[config.mk]
export PLATFORM = sky130hd
export DESIGN_NAME = seq_detect_arbiter
export DESIGN_NICKNAME = d
export VERILOG_FILES = /design/src/rtl/seq_arb_pkg.sv /design/src/rtl/seq_detector.sv /design/src/rtl/seq_detect_arbiter.sv
export SDC_FILE = /design/constraint.sdc
export NUM_CORES = 1
export LEC_CHECK = 0
export ABC_AREA = 1
export CAP_MARGIN = 5
export CORE_ASPECT_RATIO = 1.2
export CORE_MARGIN = 1.5
export CORE_UTILIZATION = 50
export DETAILED_ROUTE_END_ITERATION = 8
export HOLD_SLACK_MARGIN = 0.05
export PLACE_DENSITY = 0.87
export SLEW_MARGIN = 5
export SYNTH_ARGS = -nofsm -noshare
export SYNTH_HDL_FRONTEND = slang
export SYNTH_SLANG_ARGS = --single-unit
[constraint.sdc]
create_clock -name Clock -period 1.8 [get_ports Clock]
set_input_delay 0.36 -clock Clock [delete_from_list [all_inputs] [get_ports Clock]]
set_output_delay 0.36 -clock Clock [all_outputs]
set_load 0.02 [all_outputs]
[src/rtl/seq_arb_pkg.sv]
// ============================================================================
// seq_arb_pkg : shared encodings for the two-requester serial pattern detector
// Rev 1.0 - initial release
// ============================================================================
`default_nettype none

package seq_arb_pkg;

  typedef enum logic [2:0] {
    ST_IDLE  = 3'd0,
    ST_CLR   = 3'd1,
    ST_SHIFT = 3'd2,
    ST_DRAIN = 3'd3,
    ST_DONE  = 3'd4
  } ctrl_state_e;

  // Detector states name the longest useful suffix seen; HIT states are the matches.
  typedef enum logic [2:0] {
    DET_S0      = 3'd0,
    DET_S1      = 3'd1,
    DET_S11     = 3'd2,
    DET_S110    = 3'd3,
    DET_S111    = 3'd4,
    DET_HIT1101 = 3'd5,
    DET_HIT1111 = 3'd6
  } det_state_e;

  localparam logic [3:0] PAT_ALL_ONES = 4'b1111;
  localparam logic [3:0] PAT_1101     = 4'b1101;

endpackage

`default_nettype wire

[src/rtl/seq_detector.sv]
// ============================================================================
// seq_detector : Moore detector, z=1 the cycle after the last four bits were
// 1111 or 1101 (overlapping). Rev 1.0 - initial release
// ============================================================================
`default_nettype none

module seq_detector
  import seq_arb_pkg::*;
(
  input  logic Clock,
  input  logic clr,
  input  logic w,
  output logic z
);

  det_state_e state_q, state_d;

  always_ff @(posedge Clock) begin
    if (clr) state_q <= DET_S0;
    else     state_q <= state_d;
  end

  always_comb begin
    state_d = DET_S0;
    case (state_q)
      DET_S0:      state_d = w ? DET_S1      : DET_S0;
      DET_S1:      state_d = w ? DET_S11     : DET_S0;
      DET_S11:     state_d = w ? DET_S111    : DET_S110;
      DET_S110:    state_d = w ? DET_HIT1101 : DET_S0;
      DET_S111:    state_d = w ? DET_HIT1111 : DET_S110;
      DET_HIT1101: state_d = w ? DET_S11     : DET_S0;
      DET_HIT1111: state_d = w ? DET_HIT1111 : DET_S110;
      default:     state_d = DET_S0;
    endcase
  end

  assign z = (state_q == DET_HIT1101) || (state_q == DET_HIT1111);

endmodule

`default_nettype wire

[src/rtl/seq_detect_arbiter.sv]
// ============================================================================
// seq_detect_arbiter : arbitrates two word requesters onto one serial detector
// and reports per-word match counts. Option macro: SEQ_ARB_FIXED_PRIO_EN.
// Rev 1.0 - initial release
// ============================================================================
`default_nettype none

module seq_detect_arbiter
  import seq_arb_pkg::*;
#(
  parameter int WORD_W = 8,
  parameter int CNT_W  = 4
) (
  input  logic              Clock,
  input  logic              Resetn,
  input  logic              req0_valid,
  input  logic [WORD_W-1:0] req0_data,
  output logic              req0_ready,
  input  logic              req1_valid,
  input  logic [WORD_W-1:0] req1_data,
  output logic              req1_ready,
  output logic              res_valid,
  output logic              res_id,
  output logic [CNT_W-1:0]  res_count,
  output logic              busy,
  output logic              det_w,
  output logic              det_z
);

  localparam int BIT_W = $clog2(WORD_W);

  ctrl_state_e       state_q, state_d;
  logic [WORD_W-1:0] shreg_q, shreg_d;
  logic [BIT_W-1:0]  bitcnt_q, bitcnt_d;
  logic [CNT_W-1:0]  hits_q, hits_d;
  logic              owner_q, owner_d;
  logic              res_id_q, res_id_d;
  logic [CNT_W-1:0]  res_count_q, res_count_d;

  logic any_valid;
  logic grant;
  logic accept;
  logic hit_inc;
  logic det_clr;

`ifdef SEQ_ARB_FIXED_PRIO_EN
  assign grant = ~req0_valid;
`else
  logic last_q, last_d;

  assign grant  = (req0_valid && req1_valid) ? ~last_q : req1_valid;
  assign last_d = accept ? grant : last_q;

  // Reset to 1 so requester 0 wins the first tie.
  always_ff @(posedge Clock) begin
    if (!Resetn) last_q <= 1'b1;
    else         last_q <= last_d;
  end
`endif

  assign any_valid  = req0_valid | req1_valid;
  assign accept     = Resetn && (state_q == ST_IDLE) && any_valid;
  assign req0_ready = accept && !grant;
  assign req1_ready = accept && grant;

  // SHIFT bit 0 sees z from the cleared detector, so only later bits can score.
  assign hit_inc = det_z && !(&hits_q) &&
                   (((state_q == ST_SHIFT) && (bitcnt_q != '0)) || (state_q == ST_DRAIN));

  always_comb begin
    state_d     = state_q;
    shreg_d     = shreg_q;
    bitcnt_d    = bitcnt_q;
    hits_d      = hits_q;
    owner_d     = owner_q;
    res_id_d    = res_id_q;
    res_count_d = res_count_q;
    if (hit_inc) hits_d = hits_q + CNT_W'(1);
    case (state_q)
      ST_IDLE: begin
        if (accept) begin
          shreg_d  = grant ? req1_data : req0_data;
          owner_d  = grant;
          hits_d   = '0;
          bitcnt_d = '0;
          state_d  = ST_CLR;
        end
      end
      ST_CLR: state_d = ST_SHIFT;
      ST_SHIFT: begin
        shreg_d = {shreg_q[WORD_W-2:0], 1'b0};
        if (bitcnt_q == BIT_W'(WORD_W - 1)) state_d = ST_DRAIN;
        else                                bitcnt_d = bitcnt_q + BIT_W'(1);
      end
      ST_DRAIN: begin
        res_count_d = hits_d;
        res_id_d    = owner_q;
        state_d     = ST_DONE;
      end
      ST_DONE: state_d = ST_IDLE;
      default: state_d = ST_IDLE;
    endcase
  end

  always_ff @(posedge Clock) begin
    if (!Resetn) begin
      state_q     <= ST_IDLE;
      shreg_q     <= '0;
      bitcnt_q    <= '0;
      hits_q      <= '0;
      owner_q     <= 1'b0;
      res_id_q    <= 1'b0;
      res_count_q <= '0;
    end else begin
      state_q     <= state_d;
      shreg_q     <= shreg_d;
      bitcnt_q    <= bitcnt_d;
      hits_q      <= hits_d;
      owner_q     <= owner_d;
      res_id_q    <= res_id_d;
      res_count_q <= res_count_d;
    end
  end

  assign det_clr = !Resetn || (state_q == ST_CLR);

  seq_detector u_det (
    .Clock (Clock),
    .clr   (det_clr),
    .w     (det_w),
    .z     (det_z)
  );

  assign det_w     = (state_q == ST_SHIFT) ? shreg_q[WORD_W-1] : 1'b0;
  assign busy      = (state_q != ST_IDLE);
  assign res_valid = (state_q == ST_DONE);
  assign res_id    = res_id_q;
  assign res_count = res_count_q;

endmodule

`default_nettype wire
# Yosys cells after proc, flatten, opt, wreduce, memory -nomap -nowiden
# Index checks and enable logic that the tools add are counted.
# W data, S select, Z words.
totals:
  reg_bits: 28
  input_bits: 20
  elab_cells: 73
classes:
  addsub: 2
  eq_ne: 14
  muxes: 20
  n_bitwise: 2
  n_reduce_logical: 26
ops:
  columns: ["cell", "count"]
  rows:
  - ["$mux W3", 7]
  - ["$mux W8", 2]
  - ["$pmux W8 S2", 1]
  - ["$eq A3 B3 Y1 const B", 5]
  - ["$pmux W3 S5", 1]
  - ["$eq A3 B2 Y1 const B", 4]
  - ["$mux W4", 3]
  - ["$pmux W3 S4", 1]
  - ["$logic_and A1 B1 Y1", 8]
  - ["$eq A3 B1 Y1 const B", 2]
  - ["$logic_not A3 Y1", 2]
  - ["$pmux W3 S2", 1]
  - ["$reduce_and A2 Y1", 3]
  - ["$reduce_bool A3 Y1", 2]
  - ["$add A4 B1 Y4 const B", 1]
  - ["$ne A2 B2 Y1 const B", 2]
  - ["$reduce_and A4 Y1", 1]
  - ["$reduce_or A2 Y1", 2]
  - ["$add A3 B1 Y3 const B", 1]
  - ["$logic_not A1 Y1", 3]
  - ["$logic_or A1 B1 Y1", 3]
  - ["$mux W1", 3]
  - ["$reduce_and A3 Y1", 1]
  - ["$mux W2", 1]
  - ["4 further kinds", 4]

# Longest topological paths before layout
logic_depth:
  word_depth: 7
  mapped_depth: 10

# Hierarchy
# Synthesis repeated with hierarchy kept, for this count alone.
hier_totals:
  hier_cells: 234
  hier_area_um2: 1530.2
modules_own_cells:
  columns: ["mod", "instances", "cells_each", "area_each_um2", "seq_area_each_um2"]
  rows:
  - ["seq_detect_arbiter", 1, 211, 1365.1, 500.5]
  - ["seq_detector", 1, 23, 165.2, 60.1]

# Least setup slack after synthesis
# No wires, ideal clock.
synth_path:
  path_kind: "in2out"
  startpoint: "input port req1_valid"
  endpoint: "output port req0_ready"
  arrival_ps: 1323
  t_required_ps: 1440
  path_slack_ps: 117
  cell_stages: 6
  path_cell_list: "buf_4 inv_1 nand2_1 nand4_4 buf_6 a21oi_1"
synth_via:
  elab_chain_cells: 4
  word_cells_on_any_way: 6
synth_lines:
  columns: ["item", "line_no", "rtl"]
  rows:
  - ["from (decl)", "seq_detect_arbiter.sv:19", "input logic req1_valid,"]
  - ["$logic_and A1 B1 Y1", "seq_detect_arbiter.sv:51", "assign grant = (req0_valid && req1_valid) ? ~last_q : req1_valid;"]
  - ["$mux W1", "seq_detect_arbiter.sv:51", null]
  - ["$logic_not A1 Y1", "seq_detect_arbiter.sv:63", "assign req0_ready = accept && !grant;"]
  - ["$logic_and A1 B1 Y1 (*)", "seq_detect_arbiter.sv:63", null]
  - ["to (decl)", "seq_detect_arbiter.sv:18", "output logic req0_ready,"]
# Mark *: on every way between the ends. The rest lies on a longest branch, timed or not.

# Final worst setup path
layout_path:
  startpoint: "input port Resetn"
  endpoint: "output port req0_ready"
layout_via:
  elab_chain_cells: 3
layout_lines:
  columns: ["item", "line_no", "rtl"]
  rows:
  - ["from (decl)", "seq_detect_arbiter.sv:15", "input logic Resetn,"]
  - ["$logic_and A1 B1 Y1 (2 in a row)", "seq_detect_arbiter.sv:62", "assign accept = Resetn && (state_q == ST_IDLE) && any_valid;"]
  - ["$logic_and A1 B1 Y1", "seq_detect_arbiter.sv:63", null]
# Every way passes these cells.

==> flow_metrics.env <==
export IMPL_status="complete, no violations"
export IMPL_grt_overflow_total=0
export IMPL_fillers=261
export IMPL_dieArea_um2=3361
export IMPL_setup_viol=0
export IMPL_drive_gt1_frac=0.1489
export IMPL_syn_cell_area_um2=1510
export IMPL_fp_row_count=21
export IMPL_cts_htree_levels=1
export IMPL_ios=31
export IMPL_die_w_um=53.17
export IMPL_final_nets=287
export IMPL_core_um2=2838
export IMPL_route_final_wire_length_mm=3.101
export IMPL_worst_setup_path_type="input port to output pin"
export IMPL_synth_nets=244
export IMPL_start_util=0.5322
export IMPL_slew_headroom=0.8405
export IMPL_cts_hold_fix_buffers=0
export IMPL_netSwitchingPower_w=0.0004226
export IMPL_ant_nets=0
export IMPL_grt_first_pass_wirelength_mm=5.478
export IMPL_dr_pass1_iters=4
export IMPL_synth_warning_count=0
export IMPL_grt_max_degree=17
export IMPL_synth_top_area_frac=0.3712
export IMPL_vias=1469
export IMPL_area_growth_pct=30.24
export IMPL_p_seq_frac=0.466
export IMPL_avgSynthCellArea_um2=6.865
export IMPL_avgViaCountPerCell=4.963
export IMPL_fmax_ghz=0.5908
export IMPL_cts_setup_buffers=0
export IMPL_cap_violations=0
export IMPL_p_comb_frac=0.256
export IMPL_worstHoldPathType="input port to flip-flop"
export IMPL_end_kind="output pin"
export IMPL_initialDrtViolationCount=63
export IMPL_hold_slack_ns=0.4634
export IMPL_cp_start_kind="input port"
export IMPL_synthCells=220
export IMPL_power_internal_w=0.001059
export IMPL_cts_num_sinks=28
export IMPL_finalSetupTns_ns=0
export IMPL_dp_hpwl_mm=2.432
export IMPL_ys_ff_latch=28
export IMPL_cts_tree="done"
export IMPL_maxSlewViolCount=0
export IMPL_wl_per_cell_um=10.48
export IMPL_seq_area_um2=560.5
export IMPL_numCtsBuffers=3
export IMPL_hold_violations=0
export IMPL_grt_pass1_vias=1383
export IMPL_multi_input_area_um2=803.3
export IMPL_critical_path_max_fanout=4
export IMPL_die_height_um=63.21
export IMPL_antenna_found_initial=0
export IMPL_post_route_period_util=0.9404
export IMPL_track_usage=0.2125
export IMPL_powerDensity_nw_per_um2=753.5
export IMPL_place_congestion=0.7402
export IMPL_n_antenna_cell=0
export IMPL_p_sw_frac=0.2851
export IMPL_port_buffers=30
export IMPL_synth_cell_types=27
export IMPL_finClkSkew_ns=0.008070
export IMPL_path_clk_slew_ns=0.15
export IMPL_crit_arrival_ns=1.33
export IMPL_vdd_ir_drop_max_v=0.0004988
export IMPL_p_clk_frac=0.278
export IMPL_period_needed_ns=1.693
export IMPL_cts_max_path_buffers=2
export IMPL_worstMarginPinSlew_ns=0.2375
export IMPL_clk_latency_ns=0.34
export IMPL_worstPathRequired_ns=1.44
export IMPL_p_leak_nw=0.9641
export IMPL_route_detailed_drc=0
export IMPL_rsz0062_at_grt="false"
export IMPL_cts_root_buffer_cell="clkbuf_4"
export IMPL_yosysTopAreaCell="dfxtp_1"
export IMPL_synthTopCellsByArea="dfxtp_1, nand2_1, nand3_1"
export IMPL_ys_seq_area_frac=0.3712
[per-stage QoR]
stage                     instance area (µm²)    util  total power, W  instances  setup WS (ns)
after floorplan                          1510       -       0.0009362        220         0.1168
after global placement                   1918  0.6759        0.001079        292        -0.4729
after detailed placement                 1918  0.6759        0.001087        292        -0.4653
after CTS                                1967  0.6931        0.001495        296        0.01889
after global routing                     1967  0.6931        0.001574        296       0.009295
final                                    1967  0.6931        0.001482        296         0.1073
[placed cells by master, fill, tap and decap left out, drive strengths merged]
cell           netlist  routed
xor2                 1       1
nand3               39      39
nand2               66      66
o2111a               1       1
ha                   4       4
o21ai                7       7
clkbuf               1       3
buf                  4      17
or2                  1       1
a21oi               14      14
clkdlybuf4s50        0      22
dlygate4sd2          0       1
o211ai               2       2
nor2                17      17
nor3                 1       1
inv                 29      29
dfxtp               28      28
bufinv               0       1
clkdlybuf4s15        0       1
nand4                2       2
dlymetal6s2s         0       2
clkinv               3       3
[path summary, 6_finish.rpt]
check,startpoint,endpoint,slack [ns],depth (start not counted)
max,Resetn,req0_ready,0.11,4
min,req1_valid,state_q[0]$_SDFFE_PN0P_,0.46,4
max reg2reg,state_q[2]$_SDFFE_PN0P_,shreg_q[7]$_SDFFE_PN0P_,0.18,9
min reg2reg,owner_q$_SDFFE_PN0P_,owner_q$_SDFFE_PN0P_,0.48,2
[worst max-delay path, stage by stage]
cell             delay [ns]
clkdlybuf4s50_1        0.53
nand4_4                0.15
a21oi_2                0.15
buf_6                  0.13
[timing repair]
item | CTS | global route
endpoints found under the setup margin | 6 | 5
resized for setup | 19 | 7
pin swaps | 0 | 1
[layer usage]
layer	GRT usage	up-vias	part of all wire
met1	0.2382	634	0.41
li1	-	791	-
met2	0.3859	39	0.53
met5	0	-	0
met4	0.07692	0	0.016
met3	0.03555	5	0.046
[registers in the layout (all words and copies together), names as in the netlist]
signal / count
bitcnt_q: 3
res_count: 4
hits_q: 4
u_det.state_q: 3
owner_q: 1
last_q: 1
shreg_q: 8
state_q: 3
res_id: 1
[synth_stat cells (all sizes together)]
| cell | count |
|---|---|
| clkinv | 3 |
| dfxtp | 28 |
| ha | 4 |
| clkbuf | 1 |
| buf | 4 |
| o2111a | 1 |
| nand2 | 66 |
| nand3 | 39 |
| o21ai | 7 |
| a21oi | 14 |
| inv | 29 |
| o211ai | 2 |
| or2 | 1 |
| nand4 | 2 |
| nor2 | 17 |
| xor2 | 1 |
| nor3 | 1 |
[cells by family after synthesis]
family | synth area share
xor gates and xnor gates | 0.005801
buffers and inverters | 0.1011
AOI/OAI and AO/OA | 0.09444
DFF | 0.3712
adders and majority gates | 0.03314
and+or+nand+nor | 0.3944
[final cells by class]
| cell class | instances | share of cell area |
|---|---|---|
| sequential | 28 | 0.2850 |
| tap | 34 | 0.02163 |
| timing repair buffer | 43 | 0.1972 |
| clock inverter | 1 | 0.01527 |
| clock buffer | 3 | 0.01145 |
| multi-input combinational | 155 | 0.4084 |
| inverter | 32 | 0.06107 |
[power by group through the flow]
| stage | sequential, W | combinational, W | clock, W |
|---|---|---|---|
| 2_1_floorplan | 0.000710 | 0.000226 | 0 |
| 3_3_place_gp | 0.000702 | 0.000376 | 0 |
| 3_5_place_dp | 0.000704 | 0.000382 | 0 |
| 4_1_cts | 0.000691 | 0.000380 | 0.000425 |
| 5_1_grt | 0.000696 | 0.000426 | 0.000452 |
| 6_report | 0.000690 | 0.000380 | 0.000412 |
No activity file was read; power rests on OpenSTA's default activity.
